$ cat src/rtl/obi_reg_bridge.sv
// OBI slave to simple valid/ready register bus bridge with one transaction outstanding,
// an access timeout and a saturating count of error responses.
module obi_reg_bridge #(
   parameter int TIMEOUT_CYCLES = 255,
   parameter int ERRCNT_W       = 16
) (
   input  logic                clk_i,
   input  logic                rst_i,
   input  logic                req_i,
   output logic                gnt_o,
   input  logic [31:0]         addr_i,
   input  logic                we_i,
   input  logic [3:0]          be_i,
   input  logic [31:0]         wdata_i,
   output logic                rvalid_o,
   output logic [31:0]         rdata_o,
   output logic                err_o,
   output logic                reg_valid_o,
   output logic                reg_write_o,
   output logic [31:0]         reg_addr_o,
   output logic [31:0]         reg_wdata_o,
   output logic [3:0]          reg_wstrb_o,
   input  logic                reg_ready_i,
   input  logic [31:0]         reg_rdata_i,
   input  logic                reg_error_i,
   output logic [ERRCNT_W-1:0] err_count_o,
   output logic [1:0]          dbg_state_o
);

   // Handshake: OBI request is accepted when req_i && gnt_o at a rising edge; the
   // register bus holds reg_valid_o with stable fields until reg_ready_i is sampled high.
   localparam int CNT_W   = (TIMEOUT_CYCLES > 1) ? $clog2(TIMEOUT_CYCLES) : 1;
   localparam int TO_LAST = (TIMEOUT_CYCLES > 0) ? TIMEOUT_CYCLES - 1 : 0;

   typedef enum logic [1:0] {
      IDLE   = 2'd0,
      ACCESS = 2'd1,
      RESP   = 2'd2
   } state_e;

   state_e              state_q, state_d;
   logic [31:2]         addr_q, addr_d;
   logic                we_q, we_d;
   logic [3:0]          be_q, be_d;
   logic [31:0]         wdata_q, wdata_d;
   logic [CNT_W-1:0]    cnt_q, cnt_d;
   logic [31:0]         rdata_q, rdata_d;
   logic                err_q, err_d;
   logic [ERRCNT_W-1:0] errcnt_q, errcnt_d;

   always_ff @(posedge clk_i) begin
      if (rst_i) begin
         state_q  <= IDLE;
         addr_q   <= '0;
         we_q     <= 1'b0;
         be_q     <= '0;
         wdata_q  <= '0;
         cnt_q    <= '0;
         rdata_q  <= '0;
         err_q    <= 1'b0;
         errcnt_q <= '0;
      end else begin
         state_q  <= state_d;
         addr_q   <= addr_d;
         we_q     <= we_d;
         be_q     <= be_d;
         wdata_q  <= wdata_d;
         cnt_q    <= cnt_d;
         rdata_q  <= rdata_d;
         err_q    <= err_d;
         errcnt_q <= errcnt_d;
      end
   end

   always_comb begin
      state_d  = state_q;
      addr_d   = addr_q;
      we_d     = we_q;
      be_d     = be_q;
      wdata_d  = wdata_q;
      cnt_d    = cnt_q;
      rdata_d  = rdata_q;
      err_d    = err_q;
      errcnt_d = errcnt_q;
      unique case (state_q)
         IDLE: begin
            if (req_i) begin
               if (be_i != 4'b0000) begin
                  addr_d  = addr_i[31:2];
                  we_d    = we_i;
                  be_d    = be_i;
                  wdata_d = wdata_i;
                  cnt_d   = '0;
                  state_d = ACCESS;
               end else begin
                  // Empty byte mask: answer immediately without touching the register bus.
                  rdata_d = '0;
                  err_d   = 1'b0;
                  state_d = RESP;
               end
            end
         end
         ACCESS: begin
            if (reg_ready_i) begin
               rdata_d = we_q ? 32'h0 : reg_rdata_i;
               err_d   = reg_error_i;
               state_d = RESP;
            end else if ((TIMEOUT_CYCLES != 0) && (cnt_q == CNT_W'(TO_LAST))) begin
               rdata_d = '0;
               err_d   = 1'b1;
               state_d = RESP;
            end else begin
               cnt_d = cnt_q + CNT_W'(1);
            end
         end
         RESP: begin
            state_d = IDLE;
            if (err_q && (errcnt_q != {ERRCNT_W{1'b1}})) begin
               errcnt_d = errcnt_q + ERRCNT_W'(1);
            end
         end
         default: state_d = IDLE;
      endcase
   end

   assign gnt_o       = (state_q == IDLE) && req_i;
   assign rvalid_o    = (state_q == RESP);
   assign rdata_o     = rdata_q;
   assign err_o       = err_q;
   assign reg_valid_o = (state_q == ACCESS);
   assign reg_write_o = we_q;
   assign reg_addr_o  = {addr_q, 2'b00};
   assign reg_wdata_o = wdata_q;
   assign reg_wstrb_o = be_q;
   assign err_count_o = errcnt_q;
   assign dbg_state_o = state_q;

endmodule

$ cat config.mk
export PLATFORM = sky130hd
export DESIGN_NAME = obi_reg_bridge
export DESIGN_NICKNAME = d
export VERILOG_FILES = /design/src/rtl/obi_reg_bridge.sv
export SDC_FILE = /design/constraint.sdc
export NUM_CORES = 1
export LEC_CHECK = 0
export ABC_CLOCK_PERIOD_IN_PS = 4600
export BUFFER_PORTS_ARGS = -buffer_cell sky130_fd_sc_hd__buf_2
export CAP_MARGIN = 20
export CORE_ASPECT_RATIO = 1.4
export CORE_MARGIN = 2
export CORE_UTILIZATION = 36
export DETAILED_ROUTE_END_ITERATION = 6
export GPL_ROUTABILITY_DRIVEN = 0
export MAX_ROUTING_LAYER = met4
export SLEW_MARGIN = 25
export SYNTH_ARGS = -nofsm -noshare
export SYNTH_HDL_FRONTEND = slang
export SYNTH_SLANG_ARGS = --single-unit
$ cat constraint.sdc
create_clock -name clk_i -period 4.6 [get_ports clk_i]
set_input_delay 1.15 -clock clk_i [delete_from_list [all_inputs] [get_ports clk_i]]
set_output_delay 1.15 -clock clk_i [all_outputs]
set_load 0.05 [all_outputs]
==> impl_metrics.json <==
{
  "die_h_um": 140.4,
  "drtAntennaViolNets": 0,
  "reg2reg_from": "dbg_state_o[1]",
  "max-slew-margin-rel_pct": 41.28,
  "post_drt_wl_per_cell_um": 14.05,
  "clockBufferDepth": 2,
  "drive_above_1_share_pct": 36.30,
  "power_density_mw_per_mm2": 453.3,
  "setup_violations": 0,
  "synth.avg_cell_area_sq_um": 8.896,
  "p_leak_nw": 3.054,
  "grt_usage_pct": 18.76,
  "end_kind": "primary output",
  "synth_warnings": 0,
  "ctsResizeCount": 0,
  "critical_path.max_fanout": 11,
  "postPlaceCellArea_sq_mm": 0.005998,
  "worst_setup_path_start_kind": "primary input",
  "crit_arrival_ps": 2330,
  "netlist_area_sq_mm": 0.004786,
  "dieArea_sq_mm": 0.01425,
  "ys_seq_area_share_pct": 52.71,
  "syn2layout_area_growth_pct": 38.61,
  "async_reset_ff_share_pct": 0,
  "hold_viol": 0,
  "ctsHoldBuffers": 0,
  "hp-start": "addr_q[20]",
  "antenna_cells": 0,
  "drt_iter0_drc": 145,
  "slew_violations": 0,
  "ys_seq_elements": 126,
  "fin_crit_sh_pct": 75.57,
  "cts-root-buf": "clkbuf_16",
  "num_rows": 49,
  "worst_pin_slew_ps": 877.0,
  "cap_violations": 0,
  "synthFlopType": "dfxtp_1",
  "antenna_found_initial": 0,
  "synth_edf_count": 0,
  "skew_ps": 7.336,
  "tns_ps": 0,
  "clk_pin_slew_ps": 50,
  "min_period_ps": 3476,
  "ioPinCount": 229,
  "hp-class": "reg -> reg",
  "drt_pass1_iterations": 4,
  "outcome": "complete, no violations",
  "p_total_mw": 3.007,
  "hold_depth": 2,
  "finalWirelength_um": 13220,
  "gr-total-overflow": 0,
  "postCtsSetupBuffers": 0,
  "cts_tree": "yes",
  "clock_latency_ps": 410,
  "rsz0062_at_grt": "no",
  "via_per_inst": 4.900,
  "num_vias": 4611,
  "grt_pass1_vias": 4380,
  "seqCellArea_sq_mm": 0.002522,
  "htree_levels": 4,
  "nets": 859,
  "dp_hpwl_um": 9349,
  "start_util_pct": 37.00,
  "ys_types": 52,
  "critical_path_class": "in -> out",
  "drc": 0,
  "port_buffers": 224,
  "peakVddDrop_uv": 333.7,
  "core_sq_mm": 0.01294,
  "cts.sinks": 126,
  "fmax_mhz": 287.7,
  "die_x_um": 101.4,
  "syn_inst": 538,
  "fillCellCount": 1306,
  "worstRegToRegCells": 5,
  "multi_input_area_sq_mm": 0.002091,
  "startpoint": "req_i",
  "worst_hold_slack_ps": 449.3,
  "numCtsBuffers": 17,
  "grt_pass1_wl_um": 20670,
  "fin_area_sq_mm": 0.006634,
  "grt_start_max_net_pins": 68,
  "crit_required_ps": 3450
}
==> placed cells by master, fill, tap and decap left out, drive strengths merged, types with 2 or more instances in the layout <==
cell type / synthesis / layout
nor3b: 5 / 5
nand2b: 6 / 6
mux2i: 3 / 3
nor2b: 7 / 7
nand2: 145 / 145
o211ai: 2 / 2
bufinv: 0 / 4
o31ai: 7 / 7
nand4: 5 / 5
clkbuf: 11 / 21
inv: 2 / 2
dfxtp: 126 / 126
nor2: 14 / 14
nand3: 13 / 13
a21oi: 84 / 84
a211oi: 3 / 3
clkinvlp: 0 / 2
and3: 3 / 3
a22oi: 3 / 3
conb: 1 / 2
o21ai: 4 / 4
mux2: 6 / 6
or4: 8 / 8
clkinv: 0 / 5
a311oi: 2 / 2
ha: 3 / 3
buf: 26 / 229
a22o: 32 / 32
or3: 2 / 2
or2: 2 / 2
==> per-stage QoR <==
stage	utilization (%)	instances	setup WS [ps]
after floorplan	-	539	1768
after CTS	51.19	940	1125
after global placement	46.28	907	1132
after detailed placement	46.37	908	1133
after global routing	51.28	941	1058
final	51.28	941	1124
==> registers in the layout, indices dropped and copies added (netlist names) <==
name,count
reg_wdata_o,32
rdata_o,32
addr_q,30
reg_write_o,1
dbg_state_o,2
cnt_q,8
reg_wstrb_o,4
err_o,1
err_count_o,16
==> worst paths after layout <==
| path | to | slack, ps |
|---|---|---|
| hold / removal | addr_q[20] | 450 |
| hold reg to reg | addr_q[20] | 450 |
| setup reg to reg | addr_q[7] | 1980 |
| setup / recovery | gnt_o | 1120 |
==> critical path, stage by stage <==
cell     delay (ps)
buf_2            70
nor3b_2         700
buf_2           400
==> cells by family after synthesis <==
| family | Yosys count | synth area share [%] |
|---|---|---|
| simple gates | 217 | 21.44 |
| flops | 126 | 52.71 |
| xor+xnor | 1 | 0.1830 |
| other cells | 1 | 0.07836 |
| buf+inv | 39 | 4.078 |
| mux | 9 | 2.039 |
| fa+ha+maj | 3 | 0.7844 |
| compound gates | 142 | 18.69 |
==> cells in the mapped netlist, drive strengths merged (4+ instances only) <==
library cell | n | share of area, %
a21oi | 84 | 8.8
a22o | 32 | 5.9
buf | 26 | 3.1
clkbuf | 11 | 0.86
dfxtp | 126 | 53
mux2 | 6 | 1.4
nand2 | 145 | 11
nand2b | 6 | 0.78
nand3 | 13 | 1.7
nand4 | 5 | 0.65
nor2 | 14 | 1.1
nor2b | 7 | 0.91
nor3b | 5 | 1.2
o21ai | 4 | 0.42
o31ai | 7 | 1.1
or4 | 8 | 1.3
==> report_power, final <==
part / leakage [nW] / internal, mW / total, mW / switching (mW)
Combinational: 1.72 / 0.111 / 0.430 / 0.319
Sequential: 1.03 / 1.14 / 1.17 / 0.0268
Clock: 0.303 / 0.932 / 1.41 / 0.474
Total: 3.05 / 2.19 / 3.01 / 0.820
==> area by class of cell <==
class	count	area share, %
repair buffers	229	17.58
flip-flops and latches	126	38.02
clock buffers	21	6.941
clock inverters	11	2.471
multi-input cells	374	31.52
inverters	2	0.1132
well taps	178	3.357
==> per-layer routing <==
metal / up-vias / wire length (um) / global-route usage, %
met4: 0 / 506 / 9.815
met5: - / 0 / -
met3: 35 / 610 / 4.990
met2: 145 / 6963 / 30.43
met1: 2144 / 5142 / 20.85
li1: 2287 / - / -
No activity file was read; power rests on OpenSTA's default activity.
